**config.mk**
```make
export PLATFORM = sky130hd
export DESIGN_NAME = muxcont_rr
export DESIGN_NICKNAME = d
export VERILOG_FILES = /design/src/rtl/muxcont_rr.sv
export SDC_FILE = /design/constraint.sdc
export NUM_CORES = 1
export LEC_CHECK = 0
export ABC_AREA = 1
export CORE_MARGIN = 4
export CORE_UTILIZATION = 47
export CTS_CLUSTER_SIZE = 12
export DETAILED_ROUTE_END_ITERATION = 7
export MAX_ROUTING_LAYER = met4
export PLACE_DENSITY_LB_ADDON = 0.25
export RECOVER_POWER = 50
export SLEW_MARGIN = 25
export SYNTH_ARGS = -nofsm -noshare
export SYNTH_HDL_FRONTEND = slang
export SYNTH_SLANG_ARGS = --single-unit
```
**constraint.sdc**
```tcl
create_clock -name clk -period 3.2 [get_ports clk]
set_clock_uncertainty 0.05 [all_clocks]
set_input_delay 0.64 -clock clk [delete_from_list [all_inputs] [get_ports clk]]
set_output_delay 0.64 -clock clk [all_outputs]
set_load 0.02 [all_outputs]
```
**src/rtl/muxcont_rr.sv**
```systemverilog
// muxcont_rr: round-robin contention controller for one router output; holds grant for a whole packet.
// Latency: request to grt 0 cycles (combinational); grt to sel 1 cycle; no bubble between packets.
// Backpressure: grants gated by ready; a stalled lock is force-released after TIMEOUT idle cycles.
//
// Ports:
//   clk, rst_          clock (rising edge), asynchronous active-high reset
//   port               destination id per channel, channel i at [i*PORTW +: PORTW]
//   req/multab/tail    per-channel flit valid, multicast/absorb flag, last-flit flag
//   ready              downstream accepts a flit this cycle
//   grt                one-hot combinational grant (flit transfers this cycle)
//   sel                grt registered, drives the crossbar select
//   multab_ct          eligible multicast/absorb requests that lost this cycle
//   busy, abort        registered: in LOCK next cycle / one-cycle timeout-release pulse
module muxcont_rr #(
   parameter int NPORT   = 5,
   parameter int PORTW   = 3,
   parameter int PORTID  = 0,
   parameter int TIMEOUT = 15
) (
   input  logic                   clk,
   input  logic                   rst_,
   input  logic [NPORT*PORTW-1:0] port,
   input  logic [NPORT-1:0]       req,
   input  logic [NPORT-1:0]       multab,
   input  logic [NPORT-1:0]       tail,
   input  logic                   ready,
   output logic [NPORT-1:0]       grt,
   output logic [NPORT-1:0]       sel,
   output logic [NPORT-1:0]       multab_ct,
   output logic                   busy,
   output logic                   abort
);

   localparam int PW = $clog2(NPORT);
   localparam int HW = $clog2(TIMEOUT + 1);

   typedef enum logic {IDLE, LOCK} state_t;

   state_t           state;
   logic [PW-1:0]    ptr;
   logic [PW-1:0]    owner;
   logic [HW-1:0]    hcnt;
   logic [NPORT-1:0] elig;
   logic [PW-1:0]    win;
   logic             win_vld;
   logic             own_xfer;
   int               idx;

   // Next channel after p, wrapping at NPORT-1 (NPORT need not be a power of two).
   function automatic logic [PW-1:0] inc_wrap(input logic [PW-1:0] p);
      if (p == PW'(NPORT - 1))
         return '0;
      return p + 1'b1;
   endfunction

   always_comb begin
      elig = '0;
      for (int i = 0; i < NPORT; i++)
         elig[i] = req[i] & (multab[i] | (port[i*PORTW +: PORTW] == PORTW'(PORTID)));
   end

   // Round-robin scan starting at ptr; first eligible channel wins.
   always_comb begin
      win_vld = 1'b0;
      win     = '0;
      idx     = 0;
      for (int k = 0; k < NPORT; k++) begin
         idx = int'(ptr) + k;
         if (idx >= NPORT)
            idx = idx - NPORT;
         if (!win_vld && elig[idx]) begin
            win_vld = 1'b1;
            win     = PW'(idx);
         end
      end
   end

   // The owner's body flits are not re-checked for eligibility.
   assign own_xfer = req[owner] & ready;

   always_comb begin
      grt = '0;
      if (state == IDLE) begin
         if (ready && win_vld)
            grt[win] = 1'b1;
      end else if (own_xfer) begin
         grt[owner] = 1'b1;
      end
   end

   // Evaluated in every state so multicast requests blocked by a lock are flagged each cycle.
   assign multab_ct = elig & multab & ~grt;

   always_ff @(posedge clk or posedge rst_) begin
      if (rst_) begin
         state <= IDLE;
         ptr   <= '0;
         owner <= '0;
         hcnt  <= '0;
         sel   <= '0;
         busy  <= 1'b0;
         abort <= 1'b0;
      end else begin
         sel   <= grt;
         abort <= 1'b0;
         busy  <= 1'b0;
         case (state)
            IDLE: begin
               if (ready && win_vld) begin
                  if (tail[win]) begin
                     ptr <= inc_wrap(win);
                  end else begin
                     state <= LOCK;
                     owner <= win;
                     hcnt  <= '0;
                     busy  <= 1'b1;
                  end
               end
            end
            LOCK: begin
               if (own_xfer) begin
                  hcnt <= '0;
                  // A tail transfer wins over a coincident timeout: normal release.
                  if (tail[owner]) begin
                     state <= IDLE;
                     ptr   <= inc_wrap(owner);
                  end else begin
                     busy <= 1'b1;
                  end
               end else if (hcnt == HW'(TIMEOUT - 1)) begin
                  state <= IDLE;
                  ptr   <= inc_wrap(owner);
                  hcnt  <= '0;
                  abort <= 1'b1;
               end else begin
                  hcnt <= hcnt + 1'b1;
                  busy <= 1'b1;
               end
            end
            default: state <= IDLE;
         endcase
      end
   end

endmodule

```
==> run summary, run 1 <==
STA
-------------------------------------------------------------------------------------
Setup WS post-layout ...................................................     -1150 ps
Achievable frequency ...................................................      230 MHz
Final setup violation count ............................................           26
Actual transition at the worst max-transition pin ......................       689 ps
Final count of pins violating max slew .................................            0
Final hold violation count .............................................            0
Slew Limit Headroom ....................................................        54.0%
Setup repair after global routing missed its margin ....................         true
Post-route minimum period ..............................................      4350 ps
Period utilisation layout ..............................................         136%

GLOBAL ROUTE
-------------------------------------------------------------------------------------
Wire length of the first global-routing pass ...........................      15.5 mm
Number of antenna violations at the first check in global routing ......            0
Via count of the first global-routing pass .............................         3316
Global-route usage over all layers .....................................        33.1%
Aggregate global routing overflow ......................................            0
Pin count of the biggest net entering global routing ...................           18

YOSYS
-------------------------------------------------------------------------------------
Number of synthesized register bits ....................................           17
Register area share after synthesis ....................................        19.0%
Warnings, synthesis ....................................................            0
Mean instance size in the synthesized netlist ..........................     6.18 um2
Biggest area contributors in the synthesized netlist ................... sky130_fd_sc_hd__dfrtp_1 19%, sky130_fd_sc_hd__nand2_1 19%, sky130_fd_sc_hd__ha_1 11%, sky130_fd_sc_hd__nand3_1 9.8%, sky130_fd_sc_hd__inv_1 8.2%
Number of distinct library cells after synthesis .......................           30
Cell area after synthesis ..............................................  0.00224 mm2
Number of standard cells after synthesis ...............................          362
Nets in the synthesized netlist ........................................          414
Largest area contributor in the synthesized netlist .................... sky130_fd_sc_hd__dfrtp_1
Post-synth top area share ..............................................        19.0%

PLACE
-------------------------------------------------------------------------------------
Number of port buffers .................................................           49
Placed Cells ...........................................................          529
Placed wire-length estimate ............................................      6.41 mm
RD Place Congestion ....................................................        0.959
Area of placed instances ...............................................  0.00356 mm2

OUTCOME
-------------------------------------------------------------------------------------
Result of the run ...................................................... finished, violations left
Violations in the final reports ........................................ setup timing

CLOCKING
-------------------------------------------------------------------------------------
Clk root buf ........................................................... sky130_fd_sc_hd__clkbuf_8
Clock tree from TritonCTS ..............................................          yes
TritonCTS Sinks ........................................................           17
Maximum level of the CTS H-tree ........................................            1
Number of buffers inserted by hold repair at cts .......................            0
Maximum buffer depth of the clock tree .................................            2
TritonCTS buffer count .................................................            3
Clock Latency Late Sink ................................................       260 ps
Clock-pin slew of the registers on the worst-case setup and hold paths .        70 ps

DIE
-------------------------------------------------------------------------------------
Die boundary height ....................................................      77.0 um
Starting density of the core ...........................................        50.0%
Core Footprint .........................................................  0.00447 mm2
Cell row count .........................................................           24
Ports ..................................................................           50
Full die area ..........................................................  0.00593 mm2
Die boundary width .....................................................      77.0 um

SETUP PATH
-------------------------------------------------------------------------------------
Master of the slowest instance on the critical path .................... sky130_fd_sc_hd__clkdlybuf4s50_1
Critical Path Max Stage Delay ..........................................       530 ps
Cell breakdown of the critical path .................................... clkdlybuf4s50_1 > inv_1 > nor2_1 > nand2_1 > nand2_2 > inv_1 > nand2_1 > o21ai_0 > o21ai_0 > nand2_1 > nand2_1 > nand3_4 > buf_4 > nand3_4 > nand2_1 > o32ai_4 > buf_6
Largest fanout on the critical path ....................................            4
CP most frequent cell .................................................. sky130_fd_sc_hd__nand2_1
Worst Path Arrival .....................................................      3660 ps
Launching element of the worst setup path ..............................       req[2]
Reg2reg start ..........................................................       ptr[0]
Crit start category ....................................................   input port
Worst setup path category ..............................................    in -> out
CP endpoint kind .......................................................  output port
Critical path data required time .......................................      2510 ps

RUN
-------------------------------------------------------------------------------------
Count of maximum capacitance violations ................................            0

DRT
-------------------------------------------------------------------------------------
Avg Vias per Cell ......................................................         6.91
Post-Route WL ..........................................................      13.6 mm
Iteration-0 DRC Markers ................................................          662
DRC violations left ....................................................            0
Avg WL per Cell ........................................................      24.3 um
Drt pass-1 iters .......................................................            6
Count of antenna-violating nets left after detailed routing ............            0
Via count ..............................................................         3853

FINISH
-------------------------------------------------------------------------------------
Finished Cell Area .....................................................  0.00410 mm2
Post-layout nets .......................................................          559
Area delta synth->final ................................................        83.4%
Ratio of cells with drive above 1 in the final layout ..................        44.1%
Antenna Cells ..........................................................            0
Final cell count without fillers .......................................          558

WORST HOLD PATH
-------------------------------------------------------------------------------------
Source of the worst hold timing path ...................................      hcnt[3]
Worst Hold Class .......................................................   reg -> reg

-- kinds of logic (layout without fill, tap and decap cells) --
group | count (synthesis) | in the layout | synth area share, %
AOI/OAI and AO/OA | 35 | 35 | 9.68
xor gates and xnor gates | 6 | 6 | 2.35
adders and majority gates | 19 | 19 | 10.6
buffers and inverters | 57 | 201 | 9.96
DFF | 17 | 17 | 19.0
and+or+nand+nor | 228 | 228 | 48.4
-- flip-flops by register name (all words and copies together), names as in the netlist --
signal  cells
ptr         3
abort       1
state       1
hcnt        4
owner       3
sel         5
-- what timing repair did --
item | CTS | global route
setup buffers | 14 | 11
gates resized for setup | 83 | 50
cloned | 0 | 0
pin swaps | 22 | 32
endpoints found under the setup margin | 12 | 21
-- final cells by class --
cell class / count / area, um2
sequential: 17 / 429
clock inverter: 1 / 5.00
inverter: 54 / 229
fill: 142 / 370
clock buffer: 3 / 41.3
multi-input combinational: 288 / 2120
tap: 52 / 65.1
timing repair buffer: 143 / 1220
-- per-stage QoR --
step	setup WS, ps	TNS (ps)	util [%]	hold WS (ps)
after floorplan	-30.2	-40.6	-	456
after global placement	-842	-8150	79.5	481
after detailed placement	-960	-9930	79.5	491
after CTS	-438	-4050	85.0	517
after global routing	-1120	-16570	91.7	550
final	-1150	-16340	91.7	528
-- critical path, delay by kind of cell --
kind	cells	cell delay, ps
buf+inv	5	1080
simple gates	9	1260
compound gates	3	680
-- cells in the mapped netlist --
cell	number
sky130_fd_sc_hd__nand2_1	111
sky130_fd_sc_hd__inv_1	49
sky130_fd_sc_hd__nand3_1	44
sky130_fd_sc_hd__nor2_1	32
sky130_fd_sc_hd__ha_1	19
sky130_fd_sc_hd__dfrtp_1	17
sky130_fd_sc_hd__nand4_1	13
sky130_fd_sc_hd__nand2_2	12
sky130_fd_sc_hd__nand3_2	10
sky130_fd_sc_hd__o21ai_0	10
sky130_fd_sc_hd__a21oi_1	6
sky130_fd_sc_hd__o22ai_1	5
sky130_fd_sc_hd__inv_2	4
sky130_fd_sc_hd__o21ai_2	4
sky130_fd_sc_hd__xor2_1	4
sky130_fd_sc_hd__o211ai_1	3
sky130_fd_sc_hd__o21ai_1	3
sky130_fd_sc_hd__clkbuf_1	2
sky130_fd_sc_hd__nand3_4	2
sky130_fd_sc_hd__xnor2_1	2
sky130_fd_sc_hd__a21boi_1	1
sky130_fd_sc_hd__a21oi_2	1
sky130_fd_sc_hd__a22oi_1	1
sky130_fd_sc_hd__buf_6	1
sky130_fd_sc_hd__clkinv_2	1
sky130_fd_sc_hd__nand2_4	1
sky130_fd_sc_hd__nor2_4	1
sky130_fd_sc_hd__nor3_1	1
sky130_fd_sc_hd__o32ai_1	1
sky130_fd_sc_hd__or2_1	1
-- final timing paths --
path / depth (start not counted) / endpoint / slack (ps)
max in group asynchronous: 2 / ptr[1] / 1740
min: 2 / hcnt[3] / 530
min reg2reg: 2 / hcnt[3] / 530
max reg2reg: 23 / ptr[0] / -480
min in group asynchronous: 2 / sel[2] / 870
max: 17 / grt[4] / -1150
-- metal layers --
metal  share of wire [%]  GRT usage, %  up-vias
li1                    -             -     1470
met1                  32          36.4     1692
met2                  42          55.8      488
met3                  14          6.44      203
met4                  12          18.9        0
met5                   0             -        -
-- layout by cell type, fill, tap and decap left out, types with 2 or more instances in the layout --
cell type / Yosys / layout
sky130_fd_sc_hd__a21oi_1: 6 / 6
sky130_fd_sc_hd__buf_4: 0 / 92
sky130_fd_sc_hd__buf_6: 1 / 12
sky130_fd_sc_hd__clkbuf_8: 0 / 3
sky130_fd_sc_hd__clkdlybuf4s50_1: 0 / 38
sky130_fd_sc_hd__clkinv_4: 0 / 2
sky130_fd_sc_hd__dfrtp_1: 17 / 14
sky130_fd_sc_hd__dfrtp_2: 0 / 3
sky130_fd_sc_hd__ha_1: 19 / 13
sky130_fd_sc_hd__ha_2: 0 / 2
sky130_fd_sc_hd__ha_4: 0 / 4
sky130_fd_sc_hd__inv_1: 49 / 42
sky130_fd_sc_hd__inv_2: 4 / 5
sky130_fd_sc_hd__inv_4: 0 / 3
sky130_fd_sc_hd__nand2_1: 111 / 82
sky130_fd_sc_hd__nand2_2: 12 / 28
sky130_fd_sc_hd__nand2_4: 1 / 12
sky130_fd_sc_hd__nand2_8: 0 / 2
sky130_fd_sc_hd__nand3_1: 44 / 29
sky130_fd_sc_hd__nand3_2: 10 / 18
sky130_fd_sc_hd__nand3_4: 2 / 9
sky130_fd_sc_hd__nand4_1: 13 / 13
sky130_fd_sc_hd__nor2_1: 32 / 22
sky130_fd_sc_hd__nor2_2: 0 / 3
sky130_fd_sc_hd__nor2_4: 1 / 8
sky130_fd_sc_hd__o211ai_1: 3 / 3
sky130_fd_sc_hd__o21ai_0: 10 / 7
sky130_fd_sc_hd__o21ai_1: 3 / 5
sky130_fd_sc_hd__o21ai_2: 4 / 3
sky130_fd_sc_hd__o21ai_4: 0 / 2
sky130_fd_sc_hd__o22ai_4: 0 / 4
sky130_fd_sc_hd__xnor2_1: 2 / 2
sky130_fd_sc_hd__xor2_1: 4 / 2
Power of run 1 is not shown: default switching activity piles up to over one toggle a cycle in this logic, so the estimate is an artifact.
==> run 2, diff against run 1 <==
--- a/config.mk
+++ b/config.mk
@@ -13,6 +13,7 @@
 export MAX_ROUTING_LAYER = met4
 export PLACE_DENSITY_LB_ADDON = 0.25
 export RECOVER_POWER = 50
+export REMOVE_ABC_BUFFERS = 1
 export SLEW_MARGIN = 25
 export SYNTH_ARGS = -nofsm -noshare
 export SYNTH_HDL_FRONTEND = slang
==> run summary, run 2 (synthesis results as in run 1) <==
DIE
-------------------------------------------------------------------------------------
Ports ..................................................................           50   unchanged
Full die area ..........................................................  0.00593 mm2   unchanged
Core Footprint .........................................................  0.00447 mm2   unchanged
Cell row count .........................................................           24   unchanged
Die boundary height ....................................................      77.0 um   unchanged
Starting density of the core ...........................................        50.0%   unchanged
Die boundary width .....................................................      77.0 um   unchanged

SETUP PATH
-------------------------------------------------------------------------------------
Worst setup path category ..............................................    in -> out
Cell breakdown of the critical path .................................... clkdlybuf4s50_1 > nor2_1 > nand2_1 > nand2_2 > inv_1 > nand2_1 > o21ai_0 > o21ai_0 > nand2_1 > nand2_1 > nand3_2 > clkinv_2 > nand2_2 > a21oi_4 > inv_2 > o22ai_4 > nor2_1 > buf_4
Worst Path Arrival .....................................................      3670 ps   about the same
CP most frequent cell .................................................. sky130_fd_sc_hd__nand2_1
Largest fanout on the critical path ....................................            4   unchanged
Worst reg2reg path endpoint ............................................       ptr[0]
CP endpoint kind .......................................................  output port
Critical path data required time .......................................      2510 ps   about the same
Crit start category ....................................................   input port
Reg-to-reg setup timing slack ..........................................     -1010 ps   -530 ps
Reg2Reg Depth ..........................................................           25   +8.7%
Critical Path Max Stage Delay ..........................................       450 ps   -80 ps
Master of the slowest instance on the critical path .................... sky130_fd_sc_hd__clkdlybuf4s50_1
Reg2reg start ..........................................................       ptr[0]

FINISH
-------------------------------------------------------------------------------------
Ratio of cells with drive above 1 in the final layout ..................        50.5%   +6.4 points
Reg with most FFs ......................................................          sel
Antenna Cells ..........................................................            0   unchanged
Flip-flop and latch area ...............................................      427 um2   -0.58%
Top library cells by usage in the layout, fill and taps aside .......... 88 x sky130_fd_sc_hd__buf_4, 66 x sky130_fd_sc_hd__nand2_1, 42 x sky130_fd_sc_hd__nand2_2
Largest register FFs ...................................................            5   unchanged
Final cell count without fillers .......................................          567   +1.6%
Most common cell after layout, fill and taps aside ..................... sky130_fd_sc_hd__buf_4
Largest regs ........................................................... sel (5), hcnt (4)
Area delta synth->final ................................................        93.9%
Post-layout utilization of the core ....................................        97.0%   +5.2 points
Filler cell count ......................................................           83   -42%
Post-layout nets .......................................................          568   +1.6%
Area of the multi-input gates ..........................................  0.00225 mm2   +6.0%

GLOBAL ROUTE
-------------------------------------------------------------------------------------
Met2 usage .............................................................        60.5%   +4.7 points
Met3 usage in global routing ...........................................        11.7%   +5.3 points
Met1 Use GR ............................................................        39.8%   +3.4 points
Top Usage Layer GRT ....................................................         met2
Number of antenna violations at the first check in global routing ......            0   unchanged
Global-route usage over all layers .....................................        37.1%   +4.1 points
Aggregate global routing overflow ......................................            0   unchanged
Wire length of the first global-routing pass ...........................      17.1 mm   +10%
Pin count of the biggest net entering global routing ...................           18   unchanged
Via count of the first global-routing pass .............................         3410   +2.8%

CLOCKING
-------------------------------------------------------------------------------------
Number of buffers inserted by hold repair at cts .......................            0   unchanged
TritonCTS Sinks ........................................................           17   unchanged
Clk root buf ........................................................... sky130_fd_sc_hd__clkbuf_8
Maximum level of the CTS H-tree ........................................            1   unchanged
Maximum buffer depth of the clock tree .................................            2   unchanged
Clock Latency Late Sink ................................................       280 ps   +20 ps
Clock tree from TritonCTS ..............................................          yes
Clock-pin slew of the registers on the worst-case setup and hold paths .        80 ps   about the same
TritonCTS buffer count .................................................            3   unchanged

OUTCOME
-------------------------------------------------------------------------------------
Violations in the final reports ........................................ DRC, setup timing
Result of the run ...................................................... finished, violations left

DRT
-------------------------------------------------------------------------------------
Avg Vias per Cell ......................................................         7.19   +4.2%
DRC violations left ....................................................          239   +239
Count of antenna-violating nets left after detailed routing ............            0   unchanged
Post-Route WL ..........................................................      16.6 mm   +22%
Via count ..............................................................         4079   +5.9%
Avg WL per Cell ........................................................      29.3 um   +20%
Drt pass-1 iters .......................................................            8   +2
Iteration-0 DRC Markers ................................................         1139   +72%

WORST HOLD PATH
-------------------------------------------------------------------------------------
Hold Crit Depth ........................................................            2   unchanged
Worst min-delay path endpoint ..........................................      hcnt[3]
Worst Hold Class .......................................................   reg -> reg
Source of the worst hold timing path ...................................      hcnt[3]

STA
-------------------------------------------------------------------------------------
Final count of pins violating max slew .................................            0   unchanged
Slew Limit Headroom ....................................................        54.1%   +0.089 points
Final setup violation count ............................................           24   -7.7%
Worst Hold Margin ......................................................       591 ps   +63.3 ps
Setup repair after global routing missed its margin ....................         true
Achievable frequency ...................................................      229 MHz   -0.30%
Period utilisation layout ..............................................         136%   +0.40 points
Setup WS post-layout ...................................................     -1160 ps   -13.0 ps
Final hold violation count .............................................            0   unchanged
Actual transition at the worst max-transition pin ......................       688 ps   -1.33 ps
Post-route minimum period ..............................................      4360 ps   +13.0 ps

PLACE
-------------------------------------------------------------------------------------
Placed wire-length estimate ............................................      5.88 mm   -8.3%
Placed Cells ...........................................................          524   -0.95%
Pre-CTS setup slack ....................................................     -1000 ps   -42.3 ps
Number of port buffers .................................................           49   unchanged
RD Place Congestion ....................................................        0.977   +1.9%

RUN
-------------------------------------------------------------------------------------
Count of maximum capacitance violations ................................            0   unchanged

==> run 2: cell count changes in the layout (fill, tap and decap cells not counted), moves of 4 or more <==
cell	previous run	this run
sky130_fd_sc_hd__clkdlybuf4s50_1	38	34
sky130_fd_sc_hd__buf_6	12	25
sky130_fd_sc_hd__nor2_2	3	7
sky130_fd_sc_hd__buf_4	92	88
sky130_fd_sc_hd__dlygate4sd2_1	0	4
sky130_fd_sc_hd__nand2_2	28	42
sky130_fd_sc_hd__nand2_1	82	66
sky130_fd_sc_hd__nand3_2	18	23
sky130_fd_sc_hd__nand3_1	29	24
==> run 2: worst max-delay path: cells and delay by family <==
family / cells / cell delay, ps
AO/OA/AOI/OAI: 4 / 860
buffers and inverters: 5 / 980
AND/OR/NAND/NOR: 9 / 1190
==> run 2: what timing repair did <==
action | CTS | global route
gates resized for setup | 148 | 93
pin swaps | 52 | 47
setup endpoints to repair | 12 | 24
setup buffers | 25 | 18
==> run 2: routing by layer <==
metal,share of wire [%],wire length (um)
met3,16,2710
met1,31,5140
met5,0,0
met4,14,2250
met2,39,6530
==> run 2: through the flow <==
step,TNS [ps],instance area [um2]
floorplan,-5480,2220
global placement,-8930,3250
detailed placement,-9860,3250
CTS,-6620,3820
global route,-24350,4340
finish,-21420,4340
==> run 2: cell type report <==
type                    count  area share [%]
clock buffers               3           0.952
clock inverters             1           0.173
inverters                  54            5.16
multi-input cells         288            51.8
flip-flops and latches     17            9.84
well taps                  52            1.50
repair buffers            152            30.6
==> run 2: worst max-delay path by stage <==
| stage | from | endpoint | cells past startpoint |
|---|---|---|---|
| 2_1_floorplan | ptr[0] | multab_ct[4] | 18 |
| 3_3_place_gp | req[0] | grt[1] | 19 |
| 3_5_place_dp | req[0] | multab_ct[4] | 20 |
| 4_1_cts | ptr[1] | multab_ct[0] | 23 |
| 5_1_grt | port[7] | multab_ct[1] | 18 |
| 6_report | port[6] | multab_ct[0] | 18 |
Power of run 2 is left out for the same reason.
==> run 3, diff against run 2 <==
--- a/config.mk
+++ b/config.mk
@@ -6,6 +6,7 @@
 export NUM_CORES = 1
 export LEC_CHECK = 0
 export ABC_AREA = 1
+export CORE_ASPECT_RATIO = 1.4
 export CORE_MARGIN = 4
 export CORE_UTILIZATION = 47
 export CTS_CLUSTER_SIZE = 12
==> constraint.sdc (replaced) <==
create_clock -name clk -period 3.2 [get_ports clk]
set_clock_uncertainty 0.05 [all_clocks]
set_input_delay 0.64 -clock clk [delete_from_list [all_inputs] [get_ports clk]]
set_output_delay 0.64 -clock clk [all_outputs]
set_load 0.01 [all_outputs]
==> run summary, run 3 (synthesis results as in run 1) <==
OUTCOME
-------------------------------------------------------------------------------------
Result of the run ...................................................... finished, violations left
Violations in the final reports ........................................ setup timing

DRT
-------------------------------------------------------------------------------------
Drt pass-1 iters .......................................................            5   -3
Avg WL per Cell ........................................................      17.8 um   -39%
Iteration-0 DRC Markers ................................................          272   -76%
Count of antenna-violating nets left after detailed routing ............            0   unchanged
Avg Vias per Cell ......................................................         5.79   -19%
DRC violations left ....................................................            0   -100%
Via count ..............................................................         3164   -22%
Post-Route WL ..........................................................      9.73 mm   -42%

DIE
-------------------------------------------------------------------------------------
Starting density of the core ...........................................        48.9%   -1.1 points
Die boundary width .....................................................      66.3 um   -14%
Full die area ..........................................................  0.00594 mm2   +0.27%
Die boundary height ....................................................      89.6 um   +16%
Ports ..................................................................           50   unchanged
Cell row count .........................................................           29   +21%
Core Footprint .........................................................  0.00457 mm2   +2.2%

GLOBAL ROUTE
-------------------------------------------------------------------------------------
Met2 usage .............................................................        53.4%   -7.2 points
Via count of the first global-routing pass .............................         2904   -15%
Aggregate global routing overflow ......................................            0   unchanged
Pin count of the biggest net entering global routing ...................           18   unchanged
Met3 usage in global routing ...........................................        3.36%   -8.3 points
Global-route usage over all layers .....................................        28.5%   -8.7 points
Top Usage Layer GRT ....................................................         met2
Wire length of the first global-routing pass ...........................      12.8 mm   -25%
Met1 Use GR ............................................................        28.6%   -11 points
Number of antenna violations at the first check in global routing ......            0   unchanged

STA
-------------------------------------------------------------------------------------
Final count of pins violating max slew .................................            0   unchanged
Slew Limit Headroom ....................................................        55.9%   +1.8 points
Post-route minimum period ..............................................      3800 ps   -554 ps
Final setup violation count ............................................           20   -17%
Final hold violation count .............................................            0   unchanged
Setup WS post-layout ...................................................      -604 ps   +554 ps
Setup repair after global routing missed its margin ....................         true
Period utilisation layout ..............................................         119%   -17 points
Achievable frequency ...................................................      263 MHz   +15%
Actual transition at the worst max-transition pin ......................       660 ps   -27.4 ps

FINISH
-------------------------------------------------------------------------------------
Area delta synth->final ................................................        70.5%
Ratio of cells with drive above 1 in the final layout ..................        40.7%   -9.8 points
Flip-flop and latch area ...............................................      427 um2   unchanged
Reg with most FFs ......................................................          sel
Top library cells by usage in the layout, fill and taps aside .......... 86 x sky130_fd_sc_hd__nand2_1, 69 x sky130_fd_sc_hd__buf_4, 43 x sky130_fd_sc_hd__inv_1
Antenna Cells ..........................................................            0   unchanged
Filler cell count ......................................................          282   +240%
Post-layout nets .......................................................          537   -5.5%
Area of the multi-input gates ..........................................  0.00204 mm2   -9.0%
Largest register FFs ...................................................            5   unchanged
Largest regs ........................................................... sel (5), hcnt (4)
Most common cell after layout, fill and taps aside ..................... sky130_fd_sc_hd__nand2_1

SETUP PATH
-------------------------------------------------------------------------------------
Worst setup path category ..............................................   reg -> out
Largest fanout on the critical path ....................................            4   unchanged
Reg2Reg Depth ..........................................................           23   -8.0%
Cell breakdown of the critical path .................................... inv_2 > buf_6 > ha_4 > nand2_4 > o21ai_4 > nand3_2 > nand2_2 > xor2_2 > inv_1 > buf_4 > buf_4 > nand3_1 > nand3_2 > a21oi_4 > inv_2 > o22ai_4 > nor2_1 > buf_2
Reg-to-reg setup timing slack ..........................................      -130 ps   +880 ps
Crit start category ....................................................    flip-flop
Worst Path Arrival .....................................................      3110 ps   -560 ps
Master of the slowest instance on the critical path .................... sky130_fd_sc_hd__dfrtp_1
CP endpoint kind .......................................................  output port
Worst reg2reg path endpoint ............................................       ptr[0]
Critical Path Max Stage Delay ..........................................       380 ps   -70 ps
Reg2reg start ..........................................................       ptr[0]
Critical path data required time .......................................      2510 ps   about the same

CLOCKING
-------------------------------------------------------------------------------------
Maximum buffer depth of the clock tree .................................            2   unchanged
Clock tree from TritonCTS ..............................................          yes
TritonCTS Sinks ........................................................           17   unchanged
Clock-pin slew of the registers on the worst-case setup and hold paths .        70 ps   about the same
Clk root buf ........................................................... sky130_fd_sc_hd__clkbuf_8
Maximum level of the CTS H-tree ........................................            1   unchanged
Clock Latency Late Sink ................................................       260 ps   -20 ps
Number of buffers inserted by hold repair at cts .......................            0   unchanged
TritonCTS buffer count .................................................            3   unchanged

PLACE
-------------------------------------------------------------------------------------
Number of port buffers .................................................           49   unchanged
RD Place Congestion ....................................................        0.986   +0.95%
Pre-CTS setup slack ....................................................      -981 ps   +20.8 ps
Placed wire-length estimate ............................................      5.88 mm   about the same

RUN
-------------------------------------------------------------------------------------
Count of maximum capacitance violations ................................            0   unchanged

WORST HOLD PATH
-------------------------------------------------------------------------------------
Source of the worst hold timing path ...................................      hcnt[1]
Hold Crit Depth ........................................................            2   unchanged
Worst min-delay path endpoint ..........................................      hcnt[1]
Worst Hold Class .......................................................   reg -> reg

[run 3: changes by cell type in the layout (fill, tap and decap cells not counted), moves of 3 or more]
cell	change
sky130_fd_sc_hd__inv_1	+4
sky130_fd_sc_hd__buf_2	+8
sky130_fd_sc_hd__buf_4	-19
sky130_fd_sc_hd__nand2_2	-16
sky130_fd_sc_hd__nand2_1	+20
sky130_fd_sc_hd__buf_6	-20
sky130_fd_sc_hd__clkdlybuf4s50_1	+3
sky130_fd_sc_hd__dlygate4sd2_1	-3
sky130_fd_sc_hd__nand3_1	+4
[run 3: cell type report]
type,instances,area share (%)
Inverter,54,5.64
Clock buffer,3,1.08
Clock inverter,1,0.131
Timing Repair Buffer,121,26.3
Multi-Input combinational cell,288,53.6
Tap cell,62,2.03
Sequential cell,17,11.2
[run 3: layer usage]
metal  wire (um)  vias up  part of all wire (%)
met2        5120      190                    53
met4         692        0                   7.1
li1            -     1420                     -
met3         557       82                   5.7
met5           0        -                     0
met1        3360     1472                    35
[run 3: worst max path at each step]
stage | start | endpoint | slack, ps | cells after the start
floorplan | ptr[0] | multab_ct[0] | -450 | 18
global placement | req[3] | grt[2] | -910 | 18
detailed placement | req[1] | grt[2] | -980 | 18
CTS | ptr[1] | multab_ct[1] | -380 | 21
global route | ptr[0] | multab_ct[0] | -700 | 18
finish | ptr[0] | multab_ct[0] | -600 | 18
[run 3: timing repair]
item                                    4_1_cts  5_1_grt
setup buffers                                11        5
endpoints found under the setup margin       12       21
pin swaps                                    27       29
resized for setup                           108       48
[run 3: critical path, delay by kind of cell, from the launching register on]
family / cells / cell delay (ps)
AND/OR/NAND/NOR: 6 / 580
adder cells (fa/ha/maj): 1 / 290
flip-flops: 1 / 380
buffers and inverters: 7 / 810
XOR/XNOR: 1 / 240
AO/OA/AOI/OAI: 3 / 530
[run 3: stage by stage]
step                      hold WS (ps)  setup TNS (ps)  std cells  util, %  instance area (um2)
after global routing               566           -8280        546     83.4                 3810
after CTS                          520           -3360        542     77.7                 3550
after global placement             482           -7990        528     70.5                 3220
after floorplan                    456           -3580        359        -                 2220
after detailed placement           498           -9080        528     70.5                 3220
final                              517           -5870        546     83.4                 3810
Power of run 3 is left out for the same reason.
